## src/rtl/disp_chan_sched_if.sv

```systemverilog
// CPU write handshake bundle for the display channel scheduler.
// The CPU side drives the request; the scheduler returns ack and busy.
interface disp_chan_sched_if;
  logic cpu_wr_req;
  logic cpu_wr_ack;
  logic busy;

  modport master (
    output cpu_wr_req,
    input  cpu_wr_ack,
    input  busy
  );

  modport slave (
    input  cpu_wr_req,
    output cpu_wr_ack,
    output busy
  );
endinterface

```

## src/rtl/disp_chan_sched.sv

```systemverilog
// Channel scheduler for the 8-channel 32-bit display multiplexer.
// Rotates the channel select over an enable mask (auto mode) or advances it on
// a synchronised step button, and sequences CPU writes into channel 0 with a
// 4-phase req/ack handshake that produces a single-cycle latch strobe EN.
module disp_chan_sched #(
  parameter int DWELL_CYCLES = 50_000_000,
  parameter int CNT_W        = 26
) (
  input  logic                clk,
  input  logic                rst,
  input  logic                auto_mode,
  input  logic [7:0]          chan_mask,
  input  logic                step_btn,
  input  logic                cpu_focus,
  disp_chan_sched_if.slave    cpu,
  output logic [2:0]          Test,
  output logic                EN
);

  localparam logic [CNT_W-1:0] DWELL_LAST = CNT_W'(DWELL_CYCLES - 1);
  localparam logic [CNT_W-1:0] CNT_ZERO   = '0;
  localparam logic [CNT_W-1:0] CNT_ONE    = CNT_W'(1);

  typedef enum logic [1:0] {
    ST_IDLE  = 2'd0,
    ST_LATCH = 2'd1,
    ST_ACK   = 2'd2
  } wr_state_e;

  wr_state_e        state_r;
  wr_state_e        state_nxt_s;
  logic             en_r;
  logic             ack_r;
  logic             busy_r;

  logic [2:0]       test_r;
  logic [2:0]       test_nxt_s;
  logic [CNT_W-1:0] cnt_r;
  logic [CNT_W-1:0] cnt_nxt_s;

  logic             step_s1_r;
  logic             step_s2_r;
  logic             step_s3_r;
  logic             auto_r;

  logic             step_pulse_s;
  logic             strobe_s;
  logic             mode_chg_s;

  // First enabled channel after c, searching upward and wrapping 7 -> 0.
  // Falls back to c itself when no other channel is enabled.
  function automatic logic [2:0] nxt_chan(input logic [2:0] c, input logic [7:0] m);
    logic [2:0] res;
    logic [2:0] idx;
    res = c;
    // Walk offsets from farthest to nearest so the nearest enabled one wins.
    for (int k = 32'sd7; k >= 32'sd1; k--) begin
      idx = c + k[2:0];
      if (m[idx]) begin
        res = idx;
      end else begin
        res = res;
      end
    end
    return res;
  endfunction

  assign step_pulse_s = step_s2_r & ~step_s3_r;
  assign mode_chg_s   = auto_mode ^ auto_r;
  assign strobe_s     = (state_nxt_s == ST_LATCH);

  // Write handshake next-state logic.
  always_comb begin
    state_nxt_s = state_r;
    case (state_r)
      ST_IDLE: begin
        if (cpu.cpu_wr_req) begin
          state_nxt_s = ST_LATCH;
        end else begin
          state_nxt_s = ST_IDLE;
        end
      end
      ST_LATCH: begin
        // The strobe always completes, even if req has already dropped.
        state_nxt_s = ST_ACK;
      end
      ST_ACK: begin
        if (!cpu.cpu_wr_req) begin
          state_nxt_s = ST_IDLE;
        end else begin
          state_nxt_s = ST_ACK;
        end
      end
      default: begin
        state_nxt_s = ST_IDLE;
      end
    endcase
  end

  // Handshake state and Moore outputs registered from the next state.
  always_ff @(posedge clk or posedge rst) begin
    if (rst) begin
      state_r <= ST_IDLE;
      en_r    <= 1'b0;
      ack_r   <= 1'b0;
      busy_r  <= 1'b0;
    end else begin
      state_r <= state_nxt_s;
      en_r    <= (state_nxt_s == ST_LATCH);
      ack_r   <= (state_nxt_s == ST_ACK);
      busy_r  <= (state_nxt_s != ST_IDLE);
    end
  end

  // Channel select priority: empty mask, focused write, disabled current
  // channel, step button, dwell expiry, then dwell counting.
  always_comb begin
    test_nxt_s = test_r;
    cnt_nxt_s  = cnt_r;
    if (chan_mask == 8'h00) begin
      test_nxt_s = 3'd0;
      cnt_nxt_s  = CNT_ZERO;
    end else if (strobe_s && cpu_focus) begin
      test_nxt_s = 3'd0;
      cnt_nxt_s  = CNT_ZERO;
    end else if (!chan_mask[test_r]) begin
      test_nxt_s = nxt_chan(test_r, chan_mask);
      cnt_nxt_s  = CNT_ZERO;
    end else if (step_pulse_s) begin
      test_nxt_s = nxt_chan(test_r, chan_mask);
      cnt_nxt_s  = CNT_ZERO;
    end else if (auto_mode && (cnt_r == DWELL_LAST)) begin
      test_nxt_s = nxt_chan(test_r, chan_mask);
      cnt_nxt_s  = CNT_ZERO;
    end else if (auto_mode) begin
      test_nxt_s = test_r;
      if (mode_chg_s) begin
        cnt_nxt_s = CNT_ZERO;
      end else begin
        cnt_nxt_s = cnt_r + CNT_ONE;
      end
    end else begin
      // Manual mode keeps the dwell counter parked at zero.
      test_nxt_s = test_r;
      cnt_nxt_s  = CNT_ZERO;
    end
  end

  // Channel select and dwell counter registers.
  always_ff @(posedge clk or posedge rst) begin
    if (rst) begin
      test_r <= 3'd0;
      cnt_r  <= CNT_ZERO;
    end else begin
      test_r <= test_nxt_s;
      cnt_r  <= cnt_nxt_s;
    end
  end

  // Step button synchroniser, edge-history flop and registered mode copy.
  always_ff @(posedge clk or posedge rst) begin
    if (rst) begin
      step_s1_r <= 1'b0;
      step_s2_r <= 1'b0;
      step_s3_r <= 1'b0;
      auto_r    <= 1'b0;
    end else begin
      step_s1_r <= step_btn;
      step_s2_r <= step_s1_r;
      step_s3_r <= step_s2_r;
      auto_r    <= auto_mode;
    end
  end

  assign Test           = test_r;
  assign EN             = en_r;
  assign cpu.cpu_wr_ack = ack_r;
  assign cpu.busy       = busy_r;

endmodule
```

## src/flat_wrapper.sv

```systemverilog
// flat-port wrapper written by rule: the top's interface ports become plain ports
module disp_chan_sched_flat 
#(
  parameter int DWELL_CYCLES = 50_000_000,
  parameter int CNT_W        = 26
)
  (clk, rst, auto_mode, chan_mask, step_btn, cpu_focus, Test, EN, cpu_cpu_wr_req, cpu_cpu_wr_ack, cpu_busy);
  disp_chan_sched_if cpu_i ();
  input  logic clk;
  input  logic rst;
  input  logic auto_mode;
  input  logic [7:0] chan_mask;
  input  logic step_btn;
  input  logic cpu_focus;
  output logic [2:0] Test;
  output logic EN;
  input wire logic [$bits(cpu_i.cpu_wr_req)-1:0] cpu_cpu_wr_req;
  output wire logic [$bits(cpu_i.cpu_wr_ack)-1:0] cpu_cpu_wr_ack;
  output wire logic [$bits(cpu_i.busy)-1:0] cpu_busy;
  assign cpu_i.cpu_wr_req = cpu_cpu_wr_req;
  assign cpu_cpu_wr_ack = cpu_i.cpu_wr_ack;
  assign cpu_busy = cpu_i.busy;
  disp_chan_sched #(.DWELL_CYCLES(DWELL_CYCLES), .CNT_W(CNT_W)) u_core (.clk(clk), .rst(rst), .auto_mode(auto_mode), .chan_mask(chan_mask), .step_btn(step_btn), .cpu_focus(cpu_focus), .cpu(cpu_i), .Test(Test), .EN(EN));
endmodule
```

## config.mk

```make
export PLATFORM = sky130hd
export DESIGN_NAME = disp_chan_sched_flat
export DESIGN_NICKNAME = d
export VERILOG_FILES = /design/src/rtl/disp_chan_sched_if.sv /design/src/rtl/disp_chan_sched.sv /design/src/flat_wrapper.sv
export SDC_FILE = /design/constraint.sdc
export NUM_CORES = 1
export LEC_CHECK = 0
export CAP_MARGIN = 40
export CORE_ASPECT_RATIO = 0.8
export CORE_UTILIZATION = 53
export CTS_CLUSTER_SIZE = 40
export DETAILED_ROUTE_END_ITERATION = 10
export PLACE_DENSITY = 0.76
export SLEW_MARGIN = 5
export SYNTH_ARGS = -nofsm -noshare
export SYNTH_HDL_FRONTEND = slang
export SYNTH_SLANG_ARGS = --single-unit
```

## constraint.sdc

```tcl
create_clock -name clk -period 2.9 [get_ports clk]
set_input_delay 0.87 -clock clk [delete_from_list [all_inputs] [get_ports clk]]
set_output_delay 0.87 -clock clk [all_outputs]
set_load 0.02 [all_outputs]
```

==> results of run 1 <==
metal layers:
metal	vias up	GRT usage, %	share of wire [%]
met3	4	4.43	6.0
met2	59	37.4	44
met1	1018	39.0	49
li1	1016	-	-
met5	-	0	0
met4	0	8.18	0.93
report_power, final:
part	switching, mW	internal (mW)
Clock	0.187	0.253
Sequential	0.0412	0.591
Combinational	1.04	1.01
Total	1.27	1.85
flip-flops by register name (all words and copies together) (netlist names):
| register | cells |
|---|---|
| u_core.step_s3_r | 1 |
| u_core.cpu.busy | 1 |
| u_core.cnt_r | 26 |
| u_core.EN | 1 |
| u_core.cpu.cpu_wr_ack | 1 |
| u_core.step_s1_r | 1 |
| u_core.Test | 3 |
| u_core.step_s2_r | 1 |
| u_core.state_r | 2 |
| u_core.auto_r | 1 |
area by class of cell:
class                           instances  share of cell area, %
Timing Repair Buffer                   49                   14.1
Clock inverter                          3                   1.29
Inverter                               14                   1.70
Multi-Input combinational cell        198                   47.5
Tap cell                               60                   2.43
Sequential cell                        38                   30.8
Clock buffer                            5                   2.22
critical path, cell delays in order:
cell             delay [ns]
clkdlybuf4s50_1        0.53
mux4_2                 0.57
nand2b_1               0.14
and3_1                 0.20
nand4_1                0.15
a21oi_1                0.18
nor2_1                 0.07
mux2_4                 0.29
path summary, 6_finish.rpt:
kind / to / slack [ns] / cells past startpoint
max: u_core.Test[1]$_DFFE_PP0P_ / 0.07 / 8
max reg2reg: u_core.Test[2]$_DFFE_PP0P_ / 0.26 / 10
min: u_core.step_s2_r$_DFF_PP0_ / 0.36 / 0
min in group asynchronous: u_core.cnt_r[6]$_DFF_PP0_ / 0.98 / 3
max in group asynchronous: u_core.Test[0]$_DFFE_PP0P_ / 1.58 / 3
min reg2reg: u_core.step_s2_r$_DFF_PP0_ / 0.36 / 0
repair_timing:
item	CTS	global route
gates resized for setup	0	8
setup buffers	0	0
endpoints found under the setup margin	0	2
metrics by stage:
stage / cell area, um^2 / setup TNS (ns)
finish: 3100 / 0
global route: 3100 / 0
CTS: 3080 / 0
detailed placement: 2970 / -3.78
global placement: 2970 / -0.898
floorplan: 2530 / 0
cell usage in the layout (no fill, tap or decap), types with 3 or more instances in the layout:
cell type / n
clkbuf_8: 5
nand3_1: 20
dlymetal6s2s_1: 3
nand4_1: 7
o211ai_1: 3
buf_4: 29
inv_1: 13
xnor2_1: 13
and3_1: 5
nand2b_1: 4
dfrtp_1: 36
nor3_1: 6
mux2i_1: 13
nand2_1: 22
mux4_2: 8
a21oi_1: 4
nor4_1: 4
xor2_1: 14
clkdlybuf4s50_1: 16
a31oi_1: 3
o21ai_0: 6
mux4_1: 4
nor2_1: 38
kinds of logic (layout without fill, tap and decap cells):
| family | count (synthesis) | after routing | share of synthesized area (%) |
|---|---|---|---|
| AND/OR/NAND/NOR | 114 | 114 | 21.3 |
| flip-flops | 38 | 38 | 37.6 |
| multiplexers | 30 | 30 | 19.6 |
| XOR/XNOR | 27 | 27 | 9.35 |
| AO/OA/AOI/OAI | 24 | 24 | 6.13 |
| buffers and inverters | 24 | 71 | 4.55 |
| adder cells (fa/ha/maj) | 3 | 3 | 1.48 |
==> reports/qor.csv, run 1 <==
metric,value,unit
worst rel slew slack,63.6,%
post-DR vias/cell,5.71,
status,"complete, no violations",
Routed Antenna Nets,0,
"Clk Latency, worst-skew pair",0.29,ns
number of H-tree branching levels,2,
cell count after placement,359,
Worst setup SP type,input pin,
fill cell count,360,
largest net degree at the start of global routing,39,
post-synthesis cell area,0.00253,mm^2
Die Y,63.8,um
clk sinks,38,
DRT Pass-1 Iters,4,
hold_sp,u_core.step_s1_r$_DFF_PP0_,
total grt overflow,0,
worst slack at placement,-0.260,ns
row count,22,
clock buffer depth,2,
Post-Layout Cell Count,367,
worst hold path type,reg -> reg,
root buffer cell,clkbuf_8,
GPL Wtd Cong,0.925,
crit path time final,2.83,ns
max_cap viols,0,
first-pass GRT wire length,9.85,mm
Worst IR Drop VDD,0.787,mV
I/O Buffers,19,
Critical Path RT,3.08,ns
Tcrit/Tclk final,97.4,%
CP Max Fanout,8,
io pins,20,
Residual DRC,0,
maximum clock frequency,354,MHz
Total GRT Usage,25.7,%
total number of vias,2097,
post-DP HPWL,4.25,mm
number of global-route vias before repair,2073,
number of synthesized flops with an enable pin,0,
Mapped Cells,260,
WP data arrival,3.01,ns
Hold Slack,0.363,ns
initial antenna violation count,0,
critical path startpoint,chan_mask[5],
RR Startpoint,u_core.Test[0]$_DFFE_PP0P_,
final setup vio count,0,
Yosys top cell area share,37.6,%
Die X,79.2,um
"FFs w/ async S/R, synth",100,%
Crit. End Element,flop,
Die ar.,0.00506,mm^2
Layout Nets,323,
Syn Nets,277,
Synth Flop Type,dfrtp_1,
ANT cells,0,
Synth area leaders,"dfrtp_1, mux4_1, nor2_1",
CTS Hold Bufs,0,
core region area,0.00460,mm^2
clock transition at the registers of the reported paths,0.08,ns
total CTS buffers,5,
"Avg Cell Area, Syn",9.73,um^2
total power,3.12,mW
area added between synthesis and finish,22.4,%
slew at the pin closest to its max-slew limit,0.546,ns
initial core utilization,55.0,%
Static Leak,1.34,nW
fraction of layout cells with a size suffix above 1,18.9,%
drt first-iter violations,281,
Synth area leader,dfrtp_1,
routed length per instance,15.5,um
FF/Latch Area,953,um^2
synth warn,0,
Commonest cells post-synth,"dfrtp_1, nor2_1, nand2_1",
CTS tree,yes,
critical setup path kind,in -> reg,
final core utilization,67.3,%
skew final,0.00657,ns
"flops & latches, synth",38,
RSZ-0062 raised after global routing,false,
Unique masters post-synth,42,
final hold vios,0,
post-layout worst setup margin,0.0746,ns
"Seq/Total Area, Yosys",37.6,%
area of the multi-input gates,0.00147,mm^2
DRT Wirelength,5.68,mm
Pins Over Slew Limit,0,
Pwr per Cell Area,1010,mW/mm^2
Note: power is estimated with default switching activity, not from simulation.
==> inputs of run 2 (changes only) <==
Settings changed: HOLD_SLACK_MARGIN set to 0.03.
==> results of run 2 <==
Same layout as run 1: the final DEF is identical, and so are final timing and power.
